<file path="src/rtl/cpu_bus_pkg.sv">
// Shared requester IDs and bus widths for the core-side memory arbiter.
// No logic: types and constants only.
// No flow control of its own.
package cpu_bus_pkg;

   localparam int BUS_ADDR_W = 32;
   localparam int BUS_DATA_W = 32;
   localparam int BUS_BE_W   = 4;

   typedef enum logic {
      REQ_INSTR = 1'b0,
      REQ_DATA  = 1'b1
   } req_id_e;

endpackage

</file>
<file path="src/rtl/arb_id_fifo.sv">
// Circular FIFO of requester IDs, one entry per granted but unanswered request.
// Latency: push visible at pop_id one cycle later; count/full/empty are registered.
// Backpressure: none internally; caller must not push when full or pop when empty.
module arb_id_fifo
   import cpu_bus_pkg::*;
#(
   parameter int  DEPTH = 2,
   localparam int CNT_W = $clog2(DEPTH + 1),
   localparam int PTR_W = (DEPTH > 1) ? $clog2(DEPTH) : 1
) (
   input  logic             CLK,
   input  logic             RST_N,
   input  logic             push,
   input  req_id_e          push_id,
   input  logic             pop,
   output req_id_e          pop_id,
   output logic [CNT_W-1:0] count,
   output logic             full,
   output logic             empty
);

   req_id_e          mem_q [DEPTH];
   req_id_e          mem_d [DEPTH];
   logic [PTR_W-1:0] wr_ptr_q, wr_ptr_d;
   logic [PTR_W-1:0] rd_ptr_q, rd_ptr_d;
   logic [CNT_W-1:0] count_q, count_d;

   // Pointers wrap at DEPTH, which need not be a power of two.
   function automatic logic [PTR_W-1:0] ptr_inc(input logic [PTR_W-1:0] p);
      return (p == PTR_W'(DEPTH - 1)) ? '0 : p + 1'b1;
   endfunction

   always_comb begin
      mem_d    = mem_q;
      wr_ptr_d = wr_ptr_q;
      rd_ptr_d = rd_ptr_q;
      count_d  = count_q;
      if (push) begin
         mem_d[wr_ptr_q] = push_id;
         wr_ptr_d        = ptr_inc(wr_ptr_q);
      end
      if (pop) begin
         rd_ptr_d = ptr_inc(rd_ptr_q);
      end
      case ({push, pop})
         2'b10:   count_d = count_q + 1'b1;
         2'b01:   count_d = count_q - 1'b1;
         default: count_d = count_q;
      endcase
   end

   always_ff @(posedge CLK or negedge RST_N) begin
      if (!RST_N) begin
         for (int i = 0; i < DEPTH; i++) begin
            mem_q[i] <= REQ_INSTR;
         end
         wr_ptr_q <= '0;
         rd_ptr_q <= '0;
         count_q  <= '0;
      end else begin
         mem_q    <= mem_d;
         wr_ptr_q <= wr_ptr_d;
         rd_ptr_q <= rd_ptr_d;
         count_q  <= count_d;
      end
   end

   assign pop_id = mem_q[rd_ptr_q];
   assign count  = count_q;
   assign full   = (count_q == CNT_W'(DEPTH));
   assign empty  = (count_q == '0);

endmodule

</file>
<file path="src/rtl/mem_bus_arbiter.sv">
// Two-to-one fetch/load-store arbiter onto one req/gnt/rvalid memory bus; ARB_ROUND_ROBIN_EN selects round-robin over data priority.
// Latency: zero cycles on request, grant and response paths; only lock, ID FIFO and sticky flag are clocked.
// Backpressure: mem_req_o held low while MAX_OUTSTANDING responses are pending; a losing or stalled requester simply sees no gnt.
module mem_bus_arbiter
   import cpu_bus_pkg::*;
#(
   parameter int MAX_OUTSTANDING = 2
) (
   input  logic                  CLK,
   input  logic                  RST_N,
   input  logic                  instr_req_i,
   input  logic [BUS_ADDR_W-1:0] instr_addr_i,
   output logic                  instr_gnt_o,
   output logic                  instr_rvalid_o,
   output logic [BUS_DATA_W-1:0] instr_rdata_o,
   output logic                  instr_err_o,
   input  logic                  data_req_i,
   input  logic                  data_we_i,
   input  logic [BUS_BE_W-1:0]   data_be_i,
   input  logic [BUS_ADDR_W-1:0] data_addr_i,
   input  logic [BUS_DATA_W-1:0] data_wdata_i,
   output logic                  data_gnt_o,
   output logic                  data_rvalid_o,
   output logic [BUS_DATA_W-1:0] data_rdata_o,
   output logic                  data_err_o,
   output logic                  mem_req_o,
   output logic                  mem_we_o,
   output logic [BUS_BE_W-1:0]   mem_be_o,
   output logic [BUS_ADDR_W-1:0] mem_addr_o,
   output logic [BUS_DATA_W-1:0] mem_wdata_o,
   input  logic                  mem_gnt_i,
   input  logic                  mem_rvalid_i,
   input  logic [BUS_DATA_W-1:0] mem_rdata_i,
   input  logic                  mem_err_i,
   output logic                  spurious_rsp_o
);

   localparam int CNT_W = $clog2(MAX_OUTSTANDING + 1);

   logic             lock_valid_q, lock_valid_d;
   req_id_e          lock_id_q, lock_id_d;
   logic             spurious_q, spurious_d;
   req_id_e          sel;
   logic             any_req;
   logic             push, pop;
   req_id_e          pop_id;
   logic [CNT_W-1:0] fifo_count;
   logic             fifo_full, fifo_empty;
`ifdef ARB_ROUND_ROBIN_EN
   req_id_e          last_id_q, last_id_d;
`endif

   assign any_req = instr_req_i | data_req_i;

   always_comb begin
      sel = REQ_INSTR;
      if (lock_valid_q) begin
         sel = lock_id_q;
      end else if (instr_req_i && data_req_i) begin
`ifdef ARB_ROUND_ROBIN_EN
         sel = (last_id_q == REQ_DATA) ? REQ_INSTR : REQ_DATA;
`else
         sel = REQ_DATA;
`endif
      end else if (data_req_i) begin
         sel = REQ_DATA;
      end
   end

   always_comb begin
      mem_we_o    = 1'b0;
      mem_be_o    = '0;
      mem_addr_o  = '0;
      mem_wdata_o = '0;
      if (any_req) begin
         if (sel == REQ_DATA) begin
            mem_we_o    = data_we_i;
            mem_be_o    = data_be_i;
            mem_addr_o  = data_addr_i;
            mem_wdata_o = data_wdata_i;
         end else begin
            mem_be_o    = '1;
            mem_addr_o  = instr_addr_i;
         end
      end
   end

   assign mem_req_o   = any_req & ~fifo_full;
   assign push        = mem_req_o & mem_gnt_i;
   assign instr_gnt_o = push & (sel == REQ_INSTR);
   assign data_gnt_o  = push & (sel == REQ_DATA);

   // A response with nothing outstanding must not pop or reach either requester.
   assign pop            = mem_rvalid_i & ~fifo_empty;
   assign instr_rvalid_o = pop & (pop_id == REQ_INSTR);
   assign data_rvalid_o  = pop & (pop_id == REQ_DATA);
   assign instr_err_o    = instr_rvalid_o & mem_err_i;
   assign data_err_o     = data_rvalid_o & mem_err_i;
   assign instr_rdata_o  = mem_rdata_i;
   assign data_rdata_o   = mem_rdata_i;
   assign spurious_rsp_o = spurious_q;

   always_comb begin
      lock_valid_d = lock_valid_q;
      lock_id_d    = lock_id_q;
      if (mem_req_o) begin
         lock_valid_d = ~mem_gnt_i;
         lock_id_d    = mem_gnt_i ? lock_id_q : sel;
      end
      spurious_d = spurious_q | (mem_rvalid_i & (fifo_count == '0));
   end

`ifdef ARB_ROUND_ROBIN_EN
   always_comb begin
      last_id_d = push ? sel : last_id_q;
   end

   always_ff @(posedge CLK or negedge RST_N) begin
      if (!RST_N) begin
         last_id_q <= REQ_INSTR;
      end else begin
         last_id_q <= last_id_d;
      end
   end
`endif

   always_ff @(posedge CLK or negedge RST_N) begin
      if (!RST_N) begin
         lock_valid_q <= 1'b0;
         lock_id_q    <= REQ_INSTR;
         spurious_q   <= 1'b0;
      end else begin
         lock_valid_q <= lock_valid_d;
         lock_id_q    <= lock_id_d;
         spurious_q   <= spurious_d;
      end
   end

   arb_id_fifo #(
      .DEPTH (MAX_OUTSTANDING)
   ) u_id_fifo (
      .CLK     (CLK),
      .RST_N   (RST_N),
      .push    (push),
      .push_id (sel),
      .pop     (pop),
      .pop_id  (pop_id),
      .count   (fifo_count),
      .full    (fifo_full),
      .empty   (fifo_empty)
   );

endmodule

</file>
<file path="config.mk">
export PLATFORM = sky130hd
export DESIGN_NAME = mem_bus_arbiter
export DESIGN_NICKNAME = d
export VERILOG_FILES = /design/src/rtl/cpu_bus_pkg.sv /design/src/rtl/arb_id_fifo.sv /design/src/rtl/mem_bus_arbiter.sv
export SDC_FILE = /design/constraint.sdc
export NUM_CORES = 1
export LEC_CHECK = 0
export ABC_CLOCK_PERIOD_IN_PS = 2240
export BUFFER_PORTS_ARGS = -buffer_cell sky130_fd_sc_hd__buf_2
export CORE_AREA = 8 8 103 105
export CTS_BUF_LIST = sky130_fd_sc_hd__clkbuf_8
export DETAILED_ROUTE_END_ITERATION = 10
export DIE_AREA = 0 0 111 113
export HOLD_SLACK_MARGIN = 0.05
export SLEW_MARGIN = 20
export SYNTH_ARGS = -nofsm -noshare
export SYNTH_HDL_FRONTEND = slang
export SYNTH_SLANG_ARGS = --single-unit
export TNS_END_PERCENT = 30
</file>
<file path="constraint.sdc">
create_clock -name CLK -period 2.24 [get_ports CLK]
set_input_delay 0.224 -clock CLK [delete_from_list [all_inputs] [get_ports CLK]]
set_output_delay 0.224 -clock CLK [all_outputs]
set_load 0.05 [all_outputs]
</file>
==> flow_metrics.py, run 1 <==
metrics = {
    "status": {
        "outcome": "finished, final reports clean",
    },
    "placement": {
        "place_ws_ns": 0.4346,
        "dp_hpwl_um": 6317,
        "port-buffer-count": 184,
        "gp_congestion": 0.7900,
    },
    "die": {
        "placementRows": 35,
        "core_area_um2": 8977,
        "ios": 281,
        "start_util_pct": 19.46,
        "die_y_um": 113,
        "die_width_um": 111,
        "fp.dieArea_um2": 12540,
    },
    "final_layout": {
        "area_delta_synth_final_pct": 34.60,
        "nNetsFinal": 520,
        "drive_gt1_share_pct": 57.14,
        "antenna_cells": 0,
    },
    "timing": {
        "setup_violations": 0,
        "period_share_pct": 90.35,
        "max_slew_margin_pct": 71.15,
        "timing.setup.tns_ns": 0,
        "period_needed_ns": 2.024,
        "worst_slack_ns": 0.2162,
        "hold_violations": 0,
        "fmax_mhz": 494.1,
        "finalMaxSlewViolations": 0,
        "grt_setup_unrepaired": "false",
        "fin_skew_ns": 0.002370,
        "worst_slew_pin_slew_ns": 0.4328,
    },
    "worst_setup_path": {
        "end_kind": "primary output",
        "crit_family": "multiplexers",
        "cp-start-kind": "register",
        "cp_num_buf_inv": 1,
        "crit_arrival_ns": 1.80,
        "cp_cell_sequence": "mux2_4 > nand2_1 > a21oi_1 > buf_2",
        "critPathMaxFanout": 33,
        "worstPathRequired_ns": 2.02,
        "path_depth": 4,
        "cp_slowest_cell": "mux2_4",
        "slowest_delay_ns": 0.53,
        "rr_worst_depth": 5,
        "crit_type": "register to primary output",
    },
    "logic_synthesis": {
        "synth_top_cell_area_share_pct": 27.51,
        "ys_async_sr_fraction_pct": 100.0,
        "synth-seq-cells": 9,
        "synth_area_leaders": "buf_4 28%, dfrtp_1 13%, and2_1 12%",
        "synthCells": 262,
        "synth_area_um2": 1747,
        "ys.flop_type": "dfrtp_1",
        "seq_area_frac_synth_pct": 12.89,
        "synth_nets": 403,
        "synth_edf_count": 0,
        "syn_avg_cell_area_um2": 6.667,
        "synth_common_cells": "64 x buf_4, 55 x nand2_1, 34 x and2_1",
        "ys_types": 29,
        "ys_warn_count": 0,
        "yosysTopAreaCell": "buf_4",
        "synthMostInstantiatedCell": "buf_4",
    },
    "min_path": {
        "min_path_cells": 2,
        "hold_path.class": "input pin to register",
    },
    "global_routing": {
        "grt_use_met3_pct": 5.556,
        "grt_pass1_vias": 2193,
        "groute.usage.overall_pct": 10.62,
        "antenna_found_initial": 0,
        "use_met1_pct": 9.594,
        "grt_most_used_layer": "met2",
        "overflow": 0,
        "grt_max_degree": 34,
        "grt_pass1_wl_um": 11000,
        "met2_usage_pct": 18.96,
    },
    "pwr": {
        "p_comb_share_pct": 85.7,
        "pwr_density_cell_nw_per_um2": 1531,
        "pwr-share-seq_pct": 9.2,
        "vdd_drop_max_mv": 0.8095,
        "p_sw_uw": 2458,
        "clockPowerShare_pct": 5.1,
        "p_int_uw": 1141,
        "p_leak_uw": 0.001341,
        "switching_share_pct": 68.29,
    },
    "clocking": {
        "clk_pin_slew_ns": 0.05,
        "cts_setup_buffers": 0,
        "cts_tree": "built",
        "insertion_delay_ns": 0.23,
        "cts.sinks": 9,
        "cts-root-buf": "clkbuf_8",
        "ctsHoldBuffers": 1,
        "h-tree-depth": 1,
        "cts_buffers": 3,
        "cts_buffer_depth": 2,
        "cts_resized": 0,
    },
    "run": {
        "maxCapViolations": 0,
    },
    "detailed_routing": {
        "num_vias": 2036,
        "post_drt_via_cell_ratio": 4.164,
        "wl_per_cell_um": 14.88,
        "dr.pass1.iters": 4,
        "wirelength_um": 7274,
        "drtIter0Drc": 46,
        "drc": 0,
        "antenna_left": 0,
    },
}
## final cells by class
| type | instances | area, µm² |
|---|---|---|
| clock buffers | 3 | 41.29 |
| clock inverters | 1 | 3.754 |
| fillers | 995 | 6626 |
| inverters | 2 | 7.507 |
| multi-input cells | 173 | 965.9 |
| flip-flops and latches | 9 | 225.2 |
| well taps | 111 | 138.9 |
| repair buffers | 190 | 968.4 |
## final timing paths
| kind | start | endpoint | slack [ns] |
|---|---|---|---|
| setup / recovery | lock_valid_q | mem_addr_o[10] | 0.22 |
| hold / removal | mem_rvalid_i | spurious_rsp_o | 0.20 |
| setup reg to reg | u_id_fifo.count[0] | u_id_fifo.count[1] | 0.61 |
| hold reg to reg | spurious_rsp_o | spurious_rsp_o | 0.45 |
| max in group asynchronous | RST_N | u_id_fifo.wr_ptr_q | 1.69 |
| min in group asynchronous | RST_N | u_id_fifo.rd_ptr_q | 0.37 |
## logic make-up (layout without fill, tap and decap cells)
| logic type | Yosys count | count (layout) | synth area share, % |
|---|---|---|---|
| compound gates | 41 | 41 | 14.47 |
| xor+xnor | 5 | 5 | 2.507 |
| fa+ha+maj | 1 | 1 | 0.7162 |
| buf+inv | 80 | 196 | 32.95 |
| flops | 9 | 9 | 12.89 |
| mux | 4 | 4 | 2.579 |
| simple gates | 122 | 122 | 33.88 |
## stage by stage
step	util (%)	instance area, µm²	std cells	hold WS (ns)	power, µW
floorplan	-	1747	262	-0.07159	3077
global placement	25.57	2296	484	0.08039	3419
detailed placement	25.57	2296	484	0.08432	3458
CTS	26.19	2351	489	0.2038	3653
global route	26.19	2351	489	0.2070	3843
finish	26.19	2351	489	0.2048	3599
## power by group through the flow
stage / logic, µW / clock network, µW / registers (µW)
floorplan: 2770 / 0 / 303
global placement: 3090 / 0 / 324
detailed placement: 3130 / 0 / 333
CTS: 3130 / 188 / 332
global route: 3300 / 202 / 342
finish: 3080 / 185 / 330
## cell usage in the layout, fill, tap and decap left out, types with 2 or more instances in the layout
cell type  synthesis  routed
buf_2              7     184
nand2_1           55      55
and2_1            34      34
a21oi_1           24      24
nor2_1            15      14
a21oi_2           10      10
nand2_2            9       9
dfrtp_1            9       9
buf_4             64       5
xnor2_1            4       4
a31oi_1            4       4
inv_1              2       3
nor2b_1            3       3
clkbuf_8           0       3
mux2i_1            3       2
## flip-flops by register name, summed over array words and instances, names as in the netlist
signal / flops
u_id_fifo.rd_ptr_q: 1
lock_valid_q: 1
lock_id_q: 1
u_id_fifo.mem_q: 2
u_id_fifo.wr_ptr_q: 1
spurious_rsp_o: 1
u_id_fifo.count: 2
## metal layers
metal / wire (µm) / vias to the layer above
met5: 0 / -
met4: 281 / 0
met3: 959 / 34
met2: 3608 / 136
met1: 2425 / 874
li1: - / 992
(Power assumes the default switching activity.)
==> inputs of run 2 (changes only) <==
--- a/config.mk
+++ b/config.mk
@@ -10,4 +10,5 @@
 export CORE_AREA = 8 8 103 105
 export CTS_BUF_LIST = sky130_fd_sc_hd__clkbuf_8
+export CTS_CLUSTER_DIAMETER = 30
 export DETAILED_ROUTE_END_ITERATION = 10
 export DIE_AREA = 0 0 111 113
==> constraint.sdc (replaced) <==
create_clock -name CLK -period 2.24 [get_ports CLK]
set_input_delay 0.336 -clock CLK [delete_from_list [all_inputs] [get_ports CLK]]
set_output_delay 0.336 -clock CLK [all_outputs]
set_load 0.05 [all_outputs]
==> run 2 against run 1 <==
  * Sequential share of layout area hardly changed
  * Highest routed layer unchanged
  * Sequential cell count stayed put
  * Critical path depth is 1 higher
  * Clock power hardly changed
  * Total power is 0.64% higher
  * Critical endpoint is now mem_addr_o[23]
==> flow_metrics.py, run 2 (synthesized netlist as in run 1, its figures left out) <==
metrics = {
    "placement": {
        "dp_hpwl_um": 6395,
        "place_ws_ns": 0.3036,
        "gp_congestion": 0.8084,
        "port-buffer-count": 184,
        "dpl.cell_count": 484,
        "placed_area_um2": 2296,
    },
    "min_path": {
        "worstHoldEndpoint": "spurious_rsp_o",
        "min_path_cells": 2,
        "holdCritStartpoint": "mem_rvalid_i",
        "hold_path.class": "input pin to register",
    },
    "pwr": {
        "power.total_uw": 3622,
        "p_comb_share_pct": 85.7,
        "p_int_uw": 1159,
        "pwr_density_cell_nw_per_um2": 1532,
        "vdd_drop_max_mv": 0.7076,
        "p_sw_uw": 2463,
        "switching_share_pct": 68.01,
        "p_leak_uw": 0.001346,
        "pwr-share-seq_pct": 9.2,
        "clockPowerShare_pct": 5.1,
    },
    "detailed_routing": {
        "drtIter0Drc": 72,
        "dr.pass1.iters": 4,
        "drc": 0,
        "wirelength_um": 7315,
        "post_drt_via_cell_ratio": 4.157,
        "wl_per_cell_um": 14.96,
        "num_vias": 2033,
        "antenna_left": 0,
    },
    "final_layout": {
        "area_delta_synth_final_pct": 35.32,
        "multi_input_area_um2": 977.2,
        "drive_gt1_share_pct": 57.41,
        "final_cell_mix": "184 x buf_2, 55 x nand2_1, 34 x and2_1",
        "final_cells": 489,
        "seqCellArea_um2": 226.5,
        "antenna_cells": 0,
        "nFillCells": 1030,
        "final_common_cell": "buf_2",
        "design_area_um2": 2364,
        "nNetsFinal": 520,
    },
    "clocking": {
        "cts_buffers": 3,
        "insertion_delay_ns": 0.23,
        "cts_setup_buffers": 0,
        "h-tree-depth": 1,
        "cts_tree": "built",
        "cts-root-buf": "clkbuf_8",
        "cts.sinks": 9,
        "cts_buffer_depth": 2,
        "clk_pin_slew_ns": 0.05,
    },
    "worst_setup_path": {
        "rr_worst_depth": 5,
        "r2r_start": "u_id_fifo.count[0]",
        "cp_num_buf_inv": 2,
        "crit_type": "register to primary output",
        "cp-start-kind": "register",
        "rr_endpoint": "u_id_fifo.count[1]",
        "crit_family": "buffers and inverters",
        "r2r_slack_ns": 0.64,
        "crit_arrival_ns": 1.72,
        "worstPathRequired_ns": 1.90,
        "critPathMaxFanout": 19,
        "cp_cell_sequence": "mux2i_4 > buf_4 > nand2_1 > a21oi_1 > buf_2",
        "cp_slowest_cell": "dfrtp_2",
        "end_kind": "primary output",
        "slowest_delay_ns": 0.44,
    },
    "timing": {
        "setup_violations": 0,
        "fmax_mhz": 486.4,
        "worst_slack_ns": 0.1842,
        "worst_slew_pin_slew_ns": 0.3408,
        "period_needed_ns": 2.056,
        "grt_setup_unrepaired": "false",
        "timing.setup.tns_ns": 0,
        "hold_violations": 0,
        "period_share_pct": 91.78,
        "finalMaxSlewViolations": 0,
        "max_slew_margin_pct": 77.12,
        "fin_skew_ns": 0.005769,
    },
    "die": {
        "core_area_um2": 8977,
        "die_y_um": 113,
        "ios": 281,
        "die_width_um": 111,
        "start_util_pct": 19.46,
        "placementRows": 35,
        "fp.dieArea_um2": 12540,
    },
    "global_routing": {
        "overflow": 0,
        "grt_pass1_vias": 2285,
        "antenna_found_initial": 0,
        "groute.usage.overall_pct": 10.86,
        "grt_max_degree": 34,
        "grt_pass1_wl_um": 11510,
    },
    "status": {
        "outcome": "finished, final reports clean",
    },
    "run": {
        "maxCapViolations": 0,
    },
}
==> run 2: cell counts in the layout (fill, tap and decap cells not counted) <==
Identical to the previous run, type by type.
==> run 2: power groups by stage <==
stage / combinational (µW) / sequential [µW] / clock (µW)
3_3_place_gp: 3100 / 324 / 0
4_1_cts: 3140 / 328 / 188
2_1_floorplan: 2770 / 303 / 0
3_5_place_dp: 3130 / 328 / 0
6_report: 3100 / 333 / 185
5_1_grt: 3340 / 349 / 197
==> run 2: worst register-to-register path, cell delays in order, from the launching register on <==
cell,delay [ns]
dfrtp_1,0.44
o21ai_1,0.34
inv_1,0.12
ha_1,0.34
nor2_1,0.14
xor2_1,0.15
==> run 2: how the worst max path moves through the flow <==
stage	slack [ns]	endpoint	cells after the start	startpoint
3_3_place_gp	0.32	mem_addr_o[24]	4	lock_valid_q
5_1_grt	0.04	mem_addr_o[27]	5	lock_valid_q
4_1_cts	0.05	mem_addr_o[31]	4	lock_valid_q
3_5_place_dp	0.30	mem_addr_o[31]	4	lock_valid_q
2_1_floorplan	0.15	data_err_o	2	u_id_fifo.count[0]
6_report	0.18	mem_addr_o[23]	5	lock_valid_q
==> run 2: per-layer routing <==
metal  vias to the layer above  wire, µm  share of wire (%)  GRT usage (%)
met5                         -         0                  0              0
met4                         0       252                3.4          4.685
met3                        31       933                 13          4.974
met2                       135      3682                 50          20.31
met1                       878      2446                 33          9.878
li1                        989         -                  -              -
==> run 2: per-stage QoR <==
stage	hold WS (ns)	utilization (%)
after global routing	0.3201	26.33
after CTS	0.3252	26.19
after detailed placement	0.2014	25.57
after floorplan	0.04041	-
after global placement	0.1980	25.57
final	0.3244	26.33
==> run 2: layout make-up <==
cell class,instances,share of cell area [%]
clock buffers,3,1.747
clock inverters,1,0.1588
inverters,2,0.3176
multi-input cells,173,41.34
flip-flops and latches,9,9.582
well taps,111,5.876
repair buffers,190,40.97
==> run 2: repair_timing <==
item,in CTS,in global routing
resized for setup,0,2
hold buffers,1,0
endpoints found under the setup margin,0,15
endpoints found under the hold margin,9,0
==> inputs of run 3 (changes only) <==
ABC_CLOCK_PERIOD_IN_PS = 2400   (was 2240)
HOLD_SLACK_MARGIN = default   (was 0.05)
clock period = 2.4 ns   (was 2.24 ns; I/O delays follow)
==> run 3 against run 2 <==
  * Worst setup slack gained 0.045 ns
  * First-iteration DRC count shrank 13%
  * Clock power shrank 8%
  * Via count grew 0.34%
  * Register-to-register slack gained 0.07 ns
  * Worst hold slack gained 0.024 ns
  * Final cell count shrank 0.20%
  * Wire length shrank 1.3%
  * Count of clock-buffer cells in the layout is the same
  * Die area is the same
  * Global-route usage is essentially flat
  * Largest cell class is now buffers
==> flow_metrics.py, run 3 (synthesized netlist as in run 1, its figures left out) <==
metrics = {
    "detailed_routing": {
        "num_vias": 2040,
        "drc": 0,
        "antenna_left": 0,
        "dr.pass1.iters": 4,
        "wl_per_cell_um": 14.80,
        "post_drt_via_cell_ratio": 4.180,
        "wirelength_um": 7221,
        "drtIter0Drc": 63,
    },
    "clocking": {
        "ctsHoldBuffers": 1,
        "cts_buffers": 3,
        "cts_resized": 0,
        "insertion_delay_ns": 0.23,
        "h-tree-depth": 1,
        "clk_pin_slew_ns": 0.05,
        "cts_buffer_depth": 2,
        "cts_tree": "built",
        "cts_setup_buffers": 0,
        "cts-root-buf": "clkbuf_8",
        "cts.sinks": 9,
    },
    "global_routing": {
        "grt_pass1_wl_um": 11360,
        "grt_max_degree": 34,
        "overflow": 0,
        "groute.usage.overall_pct": 10.84,
        "grt_pass1_vias": 2260,
        "antenna_found_initial": 0,
    },
    "final_layout": {
        "seqCellArea_um2": 225.2,
        "final_cell_mix": "184 x buf_2, 55 x nand2_1, 34 x and2_1",
        "area_delta_synth_final_pct": 34.89,
        "multi_input_area_um2": 965.9,
        "final_common_cell": "buf_2",
        "design_area_um2": 2356,
        "nNetsFinal": 519,
        "nFillCells": 1026,
        "antenna_cells": 0,
        "drive_gt1_share_pct": 57.03,
    },
    "worst_setup_path": {
        "worstPathRequired_ns": 2.04,
        "crit_type": "register to primary output",
        "crit_family": "multiplexers",
        "cp_num_buf_inv": 1,
        "slowest_delay_ns": 0.51,
        "cp-start-kind": "register",
        "critPathMaxFanout": 33,
        "cp_cell_sequence": "mux2_4 > nand2_1 > a21oi_1 > buf_2",
        "end_kind": "primary output",
        "crit_arrival_ns": 1.81,
        "cp_slowest_cell": "mux2_4",
    },
    "timing": {
        "fin_skew_ns": 0.004368,
        "finalMaxSlewViolations": 0,
        "fmax_mhz": 460.6,
        "period_needed_ns": 2.171,
        "timing.setup.tns_ns": 0,
        "hold_violations": 0,
        "period_share_pct": 90.47,
        "max_slew_margin_pct": 70.82,
        "worst_slew_pin_slew_ns": 0.4378,
        "grt_setup_unrepaired": "false",
        "setup_violations": 0,
    },
    "status": {
        "outcome": "finished, final reports clean",
    },
    "die": {
        "die_y_um": 113,
        "fp.dieArea_um2": 12540,
        "die_width_um": 111,
        "ios": 281,
        "core_area_um2": 8977,
        "start_util_pct": 19.46,
        "placementRows": 35,
    },
    "pwr": {
        "vdd_drop_max_mv": 0.5682,
        "pwr_density_cell_nw_per_um2": 1429,
        "p_leak_uw": 0.001340,
    },
    "placement": {
        "dp_hpwl_um": 6358,
        "port-buffer-count": 184,
        "placed_area_um2": 2301,
        "gp_congestion": 0.7988,
    },
    "run": {
        "maxCapViolations": 0,
    },
    "min_path": {
        "hold_path.class": "input pin to register",
    },
}
run 3: cell count changes in the layout (fill, tap and decap cells not counted), sizes merged:
cell and delta:
buf -1
run 3: per-stage QoR:
stage / util (%) / hold slack (ns) / std cells / power [µW] / worst slack, ns
after floorplan: - / 0.06441 / 262 / 2872 / 0.2851
after global placement: 25.63 / 0.2184 / 483 / 3190 / 0.5225
after detailed placement: 25.63 / 0.2229 / 483 / 3234 / 0.4725
after CTS: 26.24 / 0.3440 / 488 / 3417 / 0.2277
after global routing: 26.24 / 0.3494 / 488 / 3605 / 0.08949
final: 26.24 / 0.3486 / 488 / 3367 / 0.2288
run 3: layout make-up:
class / instances / share of cell area [%]
Clock buffer: 3 / 1.753
Clock inverter: 1 / 0.1593
Inverter: 2 / 0.3186
Multi-Input combinational cell: 173 / 41.00
Sequential cell: 9 / 9.559
Tap cell: 111 / 5.895
Timing Repair Buffer: 189 / 41.32
run 3: worst paths after layout:
check / slack, ns / start / to / cells after the start
max reg2reg: 0.71 / u_id_fifo.count[0] / u_id_fifo.count[1] / 5
min: 0.35 / mem_rvalid_i / spurious_rsp_o / 2
min reg2reg: 0.45 / spurious_rsp_o / spurious_rsp_o / 1
max in group asynchronous: 1.70 / RST_N / u_id_fifo.count[1] / 2
max: 0.23 / lock_valid_q / mem_addr_o[23] / 4
min in group asynchronous: 0.52 / RST_N / spurious_rsp_o / 2
run 3: per-layer routing:
layer	wire length (µm)	part of all wire [%]	track usage [%]
met5	0	0	0
met4	244	3.4	5.225
met3	979	14	5.397
met2	3677	51	19.99
met1	2320	32	9.638
run 3: worst reg2reg max path: stages, from the launching register on:
cell and delay (ns):
dfrtp_1 0.44, o21ai_1 0.36, inv_1 0.13, ha_1 0.34, nor2_1 0.14, xor2_1 0.20
run 3: report_power, final:
part	switching [µW]	total [µW]	internal [µW]
logic	2160	2890	732
clock network	58.5	170	111
registers	84.9	308	223
